<file path="src/rtl/str_rr_pkt_arbiter_if.sv">
// Stream bundle for str_rr_pkt_arbiter: N upstream requester ports, one downstream port,
// plus grant/busy observability. The arbiter uses the slave view, the driver the master view.
interface str_rr_pkt_arbiter_if #(
    parameter int unsigned DW = 8,
    parameter int unsigned N  = 4
);
    localparam int unsigned IW = $clog2(N);

    logic [DW-1:0] idata [N];
    logic [N-1:0]  ilast;
    logic [N-1:0]  ivalid;
    logic [N-1:0]  iready;
    logic [DW-1:0] odata;
    logic          olast;
    logic [IW-1:0] oid;
    logic          ovalid;
    logic          oready;
    logic [N-1:0]  gnt;
    logic          busy;

    modport master (
        output idata, ilast, ivalid, oready,
        input  iready, odata, olast, oid, ovalid, gnt, busy
    );

    modport slave (
        input  idata, ilast, ivalid, oready,
        output iready, odata, olast, oid, ovalid, gnt, busy
    );
endinterface

</file>
<file path="src/rtl/str_rr_pkt_arbiter.sv">
// Round-robin, packet-atomic arbiter sharing one valid/ready stream among N requesters.
// The output is a registered forward slice; iready is combinational from oready and ovalid.
module str_rr_pkt_arbiter #(
    parameter int unsigned DW = 8,
    parameter int unsigned N  = 4
) (
    input logic                 clk,
    input logic                 rst,
    str_rr_pkt_arbiter_if.slave bus
);
    localparam int unsigned IW = $clog2(N);

    if (N < 2) begin : g_bad_n
        $error("str_rr_pkt_arbiter: N must be >= 2");
    end

    typedef enum logic [0:0] {StIdle, StLocked} state_e;

    state_e        state_q, state_d;
    logic [IW-1:0] ptr_q, ptr_d;
    logic [IW-1:0] gsel_q, gsel_d;
    logic [IW-1:0] cand;
    logic          any_valid;
    logic [DW-1:0] odata_q, odata_d;
    logic          olast_q, olast_d;
    logic [IW-1:0] oid_q, oid_d;
    logic          ovalid_q, ovalid_d;
    logic [N-1:0]  gsel_oh;
    logic          slot_free;
    logic          ish;
    logic [N-1:0]  gnt;
    logic [N-1:0]  iready;
    logic          busy;

    // First valid requester at or after ptr, wrapping modulo N.
    always_comb begin
        cand      = '0;
        any_valid = 1'b0;
        for (int unsigned k = 0; k < N; k++) begin
            if (!any_valid && bus.ivalid[IW'((32'(ptr_q) + k) % N)]) begin
                any_valid = 1'b1;
                cand      = IW'((32'(ptr_q) + k) % N);
            end
        end
    end

    assign slot_free = bus.oready | ~ovalid_q;
    assign gsel_oh   = N'(1) << gsel_q;
    assign ish       = (state_q == StLocked) & bus.ivalid[gsel_q] & slot_free;

    always_comb begin
        state_d  = state_q;
        ptr_d    = ptr_q;
        gsel_d   = gsel_q;
        odata_d  = odata_q;
        olast_d  = olast_q;
        oid_d    = oid_q;
        ovalid_d = ovalid_q;
        gnt      = '0;
        iready   = '0;
        busy     = 1'b0;

        // The slice drains in either state; a load wins over a drain in the same cycle.
        if (ish) begin
            odata_d  = bus.idata[gsel_q];
            olast_d  = bus.ilast[gsel_q];
            oid_d    = gsel_q;
            ovalid_d = 1'b1;
        end else if (bus.oready) begin
            ovalid_d = 1'b0;
        end

        unique case (state_q)
            StIdle: begin
                if (any_valid) begin
                    gsel_d  = cand;
                    state_d = StLocked;
                end
            end
            StLocked: begin
                gnt    = gsel_oh;
                iready = slot_free ? gsel_oh : '0;
                busy   = 1'b1;
                if (ish && bus.ilast[gsel_q]) begin
                    state_d = StIdle;
                    ptr_d   = (gsel_q == IW'(N - 1)) ? '0 : gsel_q + 1'b1;
                end
            end
            default: state_d = StIdle;
        endcase
    end

    always_ff @(posedge clk or posedge rst) begin
        if (rst) begin
            state_q  <= StIdle;
            ptr_q    <= '0;
            gsel_q   <= '0;
            odata_q  <= '0;
            olast_q  <= 1'b0;
            oid_q    <= '0;
            ovalid_q <= 1'b0;
        end else begin
            state_q  <= state_d;
            ptr_q    <= ptr_d;
            gsel_q   <= gsel_d;
            odata_q  <= odata_d;
            olast_q  <= olast_d;
            oid_q    <= oid_d;
            ovalid_q <= ovalid_d;
        end
    end

    assign bus.odata  = odata_q;
    assign bus.olast  = olast_q;
    assign bus.oid    = oid_q;
    assign bus.ovalid = ovalid_q;
    assign bus.gnt    = gnt;
    assign bus.iready = iready;
    assign bus.busy   = busy;
endmodule

</file>
<file path="src/flat_wrapper.sv">
// flat-port wrapper written by rule: the top's interface ports become plain ports
module str_rr_pkt_arbiter_flat 
#(
    parameter int unsigned DW = 8,
    parameter int unsigned N  = 4
)
  (clk, rst, bus_idata, bus_ilast, bus_ivalid, bus_oready, bus_iready, bus_odata, bus_olast, bus_oid, bus_ovalid, bus_gnt, bus_busy);
  str_rr_pkt_arbiter_if #(.DW(DW), .N(N)) bus_i ();
  input logic clk;
  input logic rst;
  input wire logic [$bits(bus_i.idata)-1:0] bus_idata;
  input wire logic [$bits(bus_i.ilast)-1:0] bus_ilast;
  input wire logic [$bits(bus_i.ivalid)-1:0] bus_ivalid;
  input wire logic [$bits(bus_i.oready)-1:0] bus_oready;
  output wire logic [$bits(bus_i.iready)-1:0] bus_iready;
  output wire logic [$bits(bus_i.odata)-1:0] bus_odata;
  output wire logic [$bits(bus_i.olast)-1:0] bus_olast;
  output wire logic [$bits(bus_i.oid)-1:0] bus_oid;
  output wire logic [$bits(bus_i.ovalid)-1:0] bus_ovalid;
  output wire logic [$bits(bus_i.gnt)-1:0] bus_gnt;
  output wire logic [$bits(bus_i.busy)-1:0] bus_busy;
  assign bus_i.idata = {>>{bus_idata}};
  assign bus_i.ilast = bus_ilast;
  assign bus_i.ivalid = bus_ivalid;
  assign bus_i.oready = bus_oready;
  assign bus_iready = bus_i.iready;
  assign bus_odata = bus_i.odata;
  assign bus_olast = bus_i.olast;
  assign bus_oid = bus_i.oid;
  assign bus_ovalid = bus_i.ovalid;
  assign bus_gnt = bus_i.gnt;
  assign bus_busy = bus_i.busy;
  str_rr_pkt_arbiter #(.DW(DW), .N(N)) u_core (.clk(clk), .rst(rst), .bus(bus_i));
endmodule
</file>
<file path="config.mk">
export PLATFORM = sky130hd
export DESIGN_NAME = str_rr_pkt_arbiter_flat
export DESIGN_NICKNAME = d
export VERILOG_FILES = /design/src/rtl/str_rr_pkt_arbiter_if.sv /design/src/rtl/str_rr_pkt_arbiter.sv /design/src/flat_wrapper.sv
export SDC_FILE = /design/constraint.sdc
export NUM_CORES = 1
export LEC_CHECK = 0
export ABC_AREA = 1
export CORE_MARGIN = 2
export CORE_UTILIZATION = 40
export CTS_BUF_LIST = sky130_fd_sc_hd__clkbuf_4 sky130_fd_sc_hd__clkbuf_8 sky130_fd_sc_hd__clkbuf_16
export CTS_CLUSTER_SIZE = 24
export DETAILED_ROUTE_END_ITERATION = 7
export DONT_BUFFER_PORTS = 1
export PLACE_DENSITY = 0.61
export SKIP_CTS_REPAIR_TIMING = 1
export SLEW_MARGIN = 5
export SYNTH_ARGS = -nofsm -noshare
export SYNTH_HDL_FRONTEND = slang
export SYNTH_SLANG_ARGS = --single-unit
</file>
<file path="constraint.sdc">
create_clock -name clk -period 2.21 [get_ports clk]
set_input_delay 0.442 -clock clk [delete_from_list [all_inputs] [get_ports clk]]
set_output_delay 0.442 -clock clk [all_outputs]
set_load 0.1 [all_outputs]
</file>
==> results of run 1 <==
final cells by class:
type                            count  area share, %
Clock buffer                        3           1.32
Sequential cell                    17           25.0
Timing Repair Buffer               26           17.3
Multi-Input combinational cell    163           48.4
Tap cell                           46           3.36
Inverter                           20           4.39
Clock inverter                      1          0.292
through the flow:
stage / instance area [um^2] / hold WS, ps / util (%) / setup WS (ps) / cells
after CTS: 1710 / 130 / 52.1 / 184 / 276
final: 1710 / 111 / 52.1 / 210 / 276
after floorplan: 1380 / 368 / - / 58.4 / 208
after global placement: 1680 / 457 / 51.3 / 557 / 272
after global routing: 1710 / 165 / 52.1 / 73.5 / 276
after detailed placement: 1680 / 460 / 51.3 / 526 / 272
routing by layer:
layer  part of all wire, %  GRT usage, %
met1                    44          24.2
met2                    45          26.6
met3                   9.7          6.83
met4                  0.89          6.38
met5                     0             0
sequential cells by signal, indices dropped and copies added (netlist names):
name               flops
u_core.bus.ovalid      1
u_core.ptr_q           2
u_core.gsel_q          2
u_core.bus.olast       1
u_core.state_q         1
u_core.bus.oid         2
u_core.bus.odata       8
worst reg2reg max path: stages (launching register included):
cell and delay, ps:
dfrtp_1 600, inv_2 150, nand2_1 110, nand2_1 50, o21ai_1 220, inv_1 130, nand3_2 90, nand2_2 70
inv_2 60, nand3_1 60, nand2_1 60
logic make-up (layout without fill, tap and decap cells):
| family | Yosys count | count (layout) | synth area share, % |
|---|---|---|---|
| and+or+nand+nor | 121 | 121 | 40.0 |
| AOI/OAI and AO/OA | 37 | 37 | 14.9 |
| muxes | 1 | 1 | 0.744 |
| buffers and inverters | 28 | 50 | 9.02 |
| adders and majority gates | 4 | 4 | 3.72 |
| DFF | 17 | 17 | 31.6 |
layout by cell type (no fill, tap or decap), types with 6 or more instances in the layout:
master / instances
o21ai_0: 20
nor2_1: 19
o21ai_1: 6
buf_4: 18
o22ai_1: 8
nand2_2: 9
inv_2: 6
nand3_1: 8
dfrtp_1: 15
nand2_1: 75
buf_12: 8
inv_1: 14
worst paths after layout:
| check | start | end | slack (ps) | cells after the start |
|---|---|---|---|---|
| min in group clk | bus_ilast[3] | u_core.bus.olast$_DFFE_PP0P_ | 420 | 4 |
| worst min-delay path | rst | u_core.bus.odata[6]$_DFFE_PP0P_ | 110 | 1 |
| worst max register to register | u_core.ptr_q[0]$_DFFE_PP0P_ | u_core.gsel_q[0]$_DFFE_PP0P_ | 560 | 10 |
| worst max-delay path | u_core.gsel_q[0]$_DFFE_PP0P_ | bus_gnt[0] | 210 | 5 |
| worst min register to register | u_core.bus.odata[2]$_DFFE_PP0P_ | u_core.bus.odata[2]$_DFFE_PP0P_ | 490 | 2 |
| max in group asynchronous | rst | u_core.bus.ovalid$_DFFE_PP0P_ | 1640 | 1 |
==> results.txt, run 1 <==
# fillers: 331
max_cap viols: 0
TritonRoute pass-1 iters: 4
global-route wire length before repair: 5100 um
Reg clk slew, reported paths: 100 ps
maximum clock rate: 500 MHz
Antenna Diode Count: 0
GRT overflow: 0
status: finished, final reports clean
startpoint types: flip-flop
Sink Count: 17
Die Span X: 62.0 um
CTS HTree Levels: 1
share of synthesized registers carrying an async set or reset: 100%
Initial Utilization: 41.0%
vias per inst: 4.75
most frequent cells after synthesis: 75 x nand2_1, 23 x nor2_1, 20 x o21ai_0
Synth cell types: 23
Setup Viol. Count Final: 0
cell family with most CP delay: flip-flops
max-slew violation count: 0
multi-input logic area: 828 um^2
vias in the first global route: 1,120
Worst Hold Class: primary input to async pin
Die Y: 62.0 um
count leader, synth: nand2_1
Worst slew margin: 56.8%
initial antenna violation count: 0
Top FF cell, synth: dfrtp_1
layout cell share with drive strength beyond 1: 24.3%
WP data arrival: 1560 ps
Synth top area share: 31.6%
worst setup path class: flip-flop to primary output
Req. time, crit path: 1770 ps
drt total wl: 3250 um
CTS Buf Count: 3
register area: 428 um^2
final hold viol count: 0
Mapped Nets: 255
Wirelength per Cell: 11.8 um
RePlAce Congestion: 0.774
min Tclk post-route: 2000 ps
critical-path cell list: inv_2, ha_1, nand2_1, inv_1, buf_12
top post-synthesis cells by area: dfrtp_1 32%, nand2_1 21%, o21ai_0 7.4%
IO Count: 64
PortBufs: 0
Area Growth Syn to Fin: 27.3%
RSZ-0062 raised after global routing: no
Post-DP HPWL: 2620 um
setup_tns: 0 ps
Critical-path top delay cell: dfrtp_1
DR vias: 1,311
critical path peak fanout: 13
core box area: 0.00328 mm^2
Mapped Cells: 208
Avg Cell Area, Syn: 6.47 um^2
die area: 0.00384 mm^2
synth warn: 0
post-synthesis sequential area ratio: 31.6%
Routed Antenna Nets: 0
total track usage: 18.1%
post-synthesis cell area: 0.00135 mm^2
clock skew: 3.29 ps
largest net degree at the start of global routing: 19
Site Rows: 21
largest stage delay on the critical path: 590 ps
clock latency on the worst-skew pair: 290 ps
Root Driver: clkbuf_4
Post-synth EDFFs: 0
Final #Nets: 278
Worst Tran Pin Value: 647 ps
final routed DRC violation total: 0
register bit total from synthesis: 17
CTS tree: built
Buf/Inv on CP: 3
dominant cell type by area after synthesis: dfrtp_1
clock buffer depth: 2
CP endpoint kind: primary output
initial DRC count: 41
Tcrit/Tclk final: 90.5%
Power of run 1 is left out: the tool's default activity adds up to more than one toggle a clock period on the data nets, which glitch-free logic cannot reach.
==> inputs of run 2 (changes only) <==
- CTS_CLUSTER_SIZE: 24 -> default
- PLACE_DENSITY: 0.61 -> 0.59
==> run 2 against run 1 <==
Effect of this change:
- register-to-register slack hardly changed
- non-clock buffer count stayed put
- count of clock-buffer cells in the layout stayed put
- setup slack better by 57 ps
- die area stayed put
- critical path type unchanged
- largest cell class unchanged
==> results.txt, run 2 (same netlist as run 1, synthesis figures left out) <==
status: finished, final reports clean
Req. time, crit path: 1770 ps
R2R Path Start: u_core.ptr_q[0]$_DFFE_PP0P_
IO Count: 64
critical path peak fanout: 11
final hold viol count: 0
vias per inst: 4.95
Sink Count: 17
startpoint types: flip-flop
initial DRC count: 39
final hold slack: 103 ps
Final #Nets: 278
Tcrit/Tclk final: 87.9%
initial antenna violation count: 0
reg2reg end: u_core.gsel_q[0]$_DFFE_PP0P_
layout cell share with drive strength beyond 1: 24.3%
reg2reg setup slack: 550 ps
Site Rows: 21
clock latency on the worst-skew pair: 290 ps
most frequent cells in the layout: 75 x nand2_1, 20 x o21ai_0, 19 x nor2_1
core box area: 0.00328 mm^2
R2R depth: 10
Post-DP HPWL: 2710 um
maximum clock rate: 515 MHz
placed cell areas: 0.00168 mm^2
RSZ-0062 raised after global routing: no
Worst Hold Class: primary input to async pin
min Tclk post-route: 1940 ps
# fillers: 325
global-route wire length before repair: 5160 um
Area Growth Syn to Fin: 27.3%
CTS HTree Levels: 1
fin area: 0.00171 mm^2
Antenna Diode Count: 0
TritonRoute pass-1 iters: 6
Initial Utilization: 41.0%
CP endpoint kind: primary output
Routed Antenna Nets: 0
WP data arrival: 1500 ps
most common cell after layout, fill and taps aside: nand2_1
worst setup path class: flip-flop to primary output
RePlAce Congestion: 0.966
clock buffer depth: 2
largest net degree at the start of global routing: 25
CTS tree: built
setup_tns: 0 ps
Finished Core Util: 52.1%
Reg clk slew, reported paths: 110 ps
clock skew: 5.40 ps
drt total wl: 3380 um
max-slew violation count: 0
die area: 0.00384 mm^2
Die Span X: 62.0 um
CTS Buf Count: 3
max_cap viols: 0
final routed DRC violation total: 0
GRT overflow: 0
Worst Tran Pin Value: 631 ps
vias in the first global route: 1,202
Wirelength per Cell: 12.2 um
Setup Viol. Count Final: 0
DR vias: 1,367
PortBufs: 0
max reg flops: 8
total track usage: 17.9%
Root Driver: clkbuf_4
Die Y: 62.0 um
Worst slew margin: 57.9%
==> run 2: cell counts in the layout (fill, tap and decap cells not counted) <==
Identical to the previous run, type by type.
==> run 2: worst max-delay path by stage <==
| stage | end | depth (start not counted) | slack, ps | startpoint |
|---|---|---|---|---|
| 6_report | bus_iready[2] | 5 | 270 | u_core.gsel_q[0]$_DFFE_PP0P_ |
| 5_1_grt | bus_iready[0] | 5 | 190 | u_core.gsel_q[0]$_DFFE_PP0P_ |
| 4_1_cts | bus_iready[2] | 5 | 260 | u_core.gsel_q[0]$_DFFE_PP0P_ |
| 3_5_place_dp | u_core.bus.oid[0]$_DFFE_PP0P_ | 6 | 560 | u_core.gsel_q[0]$_DFFE_PP0P_ |
| 3_3_place_gp | bus_iready[0] | 5 | 610 | u_core.gsel_q[0]$_DFFE_PP0P_ |
| 2_1_floorplan | bus_gnt[2] | 6 | 60 | u_core.gsel_q[0]$_DFFE_PP0P_ |
==> run 2: through the flow <==
| step | setup WS (ps) | std cells |
|---|---|---|
| final | 267 | 276 |
| after global routing | 188 | 276 |
| after CTS | 264 | 276 |
| after detailed placement | 558 | 272 |
| after global placement | 613 | 272 |
| after floorplan | 58.4 | 208 |
==> run 2: per-layer routing <==
metal | GRT usage [%] | routed length, um
met1 | 23.3 | 1460
met2 | 29.9 | 1680
met3 | 2.90 | 160
met4 | 6.38 | 80
met5 | 0 | 0
==> run 2: cell type report <==
class,count,area (um^2),share of cell area (%)
inverter,20,75.1,4.39
clock inverter,1,5.00,0.292
multi-input combinational,163,828,48.4
sequential,17,428,25.0
timing repair buffer,26,295,17.3
clock buffer,3,22.5,1.32
tap,46,57.6,3.36
==> run 2: worst max-delay path, cell delays in order (launching register included) <==
cell     delay, ps
dfrtp_1        430
inv_2          180
ha_1           180
nand2_1        100
nor2_4         140
buf_12         180
Power of run 2 is left out for the same reason.
==> inputs of run 3 (changes only) <==
- CORE_UTILIZATION: 40 -> 50
- PLACE_DENSITY: 0.59 -> 0.7
==> run 3 against run 2 <==
Effect of this change:
- count of clock-buffer cells in the layout is the same
- design area shrank 1.6%
- setup slack lost 140 ps
- sequential share of layout area grew 0.41 points
- highest routed layer unchanged
==> results.txt, run 3 (same netlist as run 1, synthesis figures left out) <==
startpoint types: flip-flop
largest stage delay on the critical path: 390 ps
Worst Tran Pin Value: 630 ps
max reg flops: 8
CTS tree: built
PortBufs: 0
critical-path cell list: inv_1, ha_1, nand2_1, nor2_4, buf_12
CTS Buf Count: 3
TritonRoute pass-1 iters: 4
core box area: 0.00252 mm^2
clock latency on the worst-skew pair: 290 ps
Post-DP HPWL: 2600 um
worst setup path class: flip-flop to primary output
die area: 0.00312 mm^2
Sink Count: 17
most common cell after layout, fill and taps aside: nand2_1
clock buffer depth: 2
CP endpoint kind: primary output
Setup Viol. Count Final: 0
clock skew: 2.58 ps
Critical-path top delay cell: dfrtp_1
vias in the first global route: 1,302
initial antenna violation count: 0
Worst slew margin: 57.9%
drt total wl: 3340 um
largest net degree at the start of global routing: 19
final hold viol count: 0
global-route wire length before repair: 5620 um
Die Span X: 55.9 um
initial DRC count: 44
CTS HTree Levels: 1
DR vias: 1,386
Antenna Diode Count: 0
maximum clock rate: 481 MHz
Site Rows: 18
Final #Nets: 277
total track usage: 22.0%
final routed DRC violation total: 0
vias per inst: 5.35
Area Growth Syn to Fin: 25.2%
Reg clk slew, reported paths: 100 ps
Routed Antenna Nets: 0
max-slew violation count: 0
WP data arrival: 1640 ps
setup_tns: 0 ps
min Tclk post-route: 2080 ps
Worst Hold Class: primary input to async pin
status: finished, final reports clean
final hold slack: 111 ps
most frequent cells in the layout: 75 x nand2_1, 20 x o21ai_0, 19 x nor2_1
Tcrit/Tclk final: 94.1%
GRT overflow: 0
Req. time, crit path: 1770 ps
IO Count: 64
max_cap viols: 0
layout cell share with drive strength beyond 1: 24.0%
Root Driver: clkbuf_4
critical path peak fanout: 13
Initial Utilization: 53.3%
Die Y: 55.9 um
RePlAce Congestion: 0.810
Wirelength per Cell: 12.9 um
RSZ-0062 raised after global routing: no
==> run 3: layer usage <==
metal  up-vias  wire length (um)  track usage, %
li1        706                 -               -
met1       631              1430            26.4
met2        47              1690            41.0
met3         2               191            2.56
met4         0                27            6.12
met5         -                 0               0
==> run 3: path summary, 6_finish.rpt <==
check	from	end	slack [ps]	cells past startpoint
setup / recovery	u_core.gsel_q[1]$_DFFE_PP0P_	bus_iready[1]	130	5
hold / removal	rst	u_core.bus.oid[0]$_DFFE_PP0P_	110	1
setup reg to reg	u_core.gsel_q[1]$_DFFE_PP0P_	u_core.bus.oid[0]$_DFFE_PP0P_	500	6
hold reg to reg	u_core.bus.odata[5]$_DFFE_PP0P_	u_core.bus.odata[5]$_DFFE_PP0P_	500	2
max in group asynchronous	rst	u_core.state_q$_DFF_PP0_	1660	1
min in group clk	bus_idata[29]	u_core.bus.odata[5]$_DFFE_PP0P_	430	4
==> run 3: metrics by stage <==
| stage | worst slack (ps) | cells | area, um^2 | util [%] |
|---|---|---|---|---|
| global route | 42.1 | 259 | 1680 | 66.8 |
| global placement | 503 | 255 | 1660 | 65.7 |
| CTS | 126 | 259 | 1680 | 66.8 |
| detailed placement | 453 | 255 | 1660 | 65.7 |
| finish | 130 | 259 | 1680 | 66.8 |
| floorplan | 58.4 | 208 | 1380 | - |
==> run 3: cell type report <==
cell class	instances	area [um^2]
fill	237	838
multi-input combinational	163	828
sequential	17	428
timing repair buffer	25	288
inverter	20	75.1
tap	30	37.5
clock buffer	3	22.5
clock inverter	1	5.00
==> run 3: worst max-delay path: cells and delay by family (launching register included) <==
family        cells  cell delay, ps
fa+ha+maj         1             220
buf+inv           2             490
flops             1             390
simple gates      2             250
Power of run 3 is left out for the same reason.
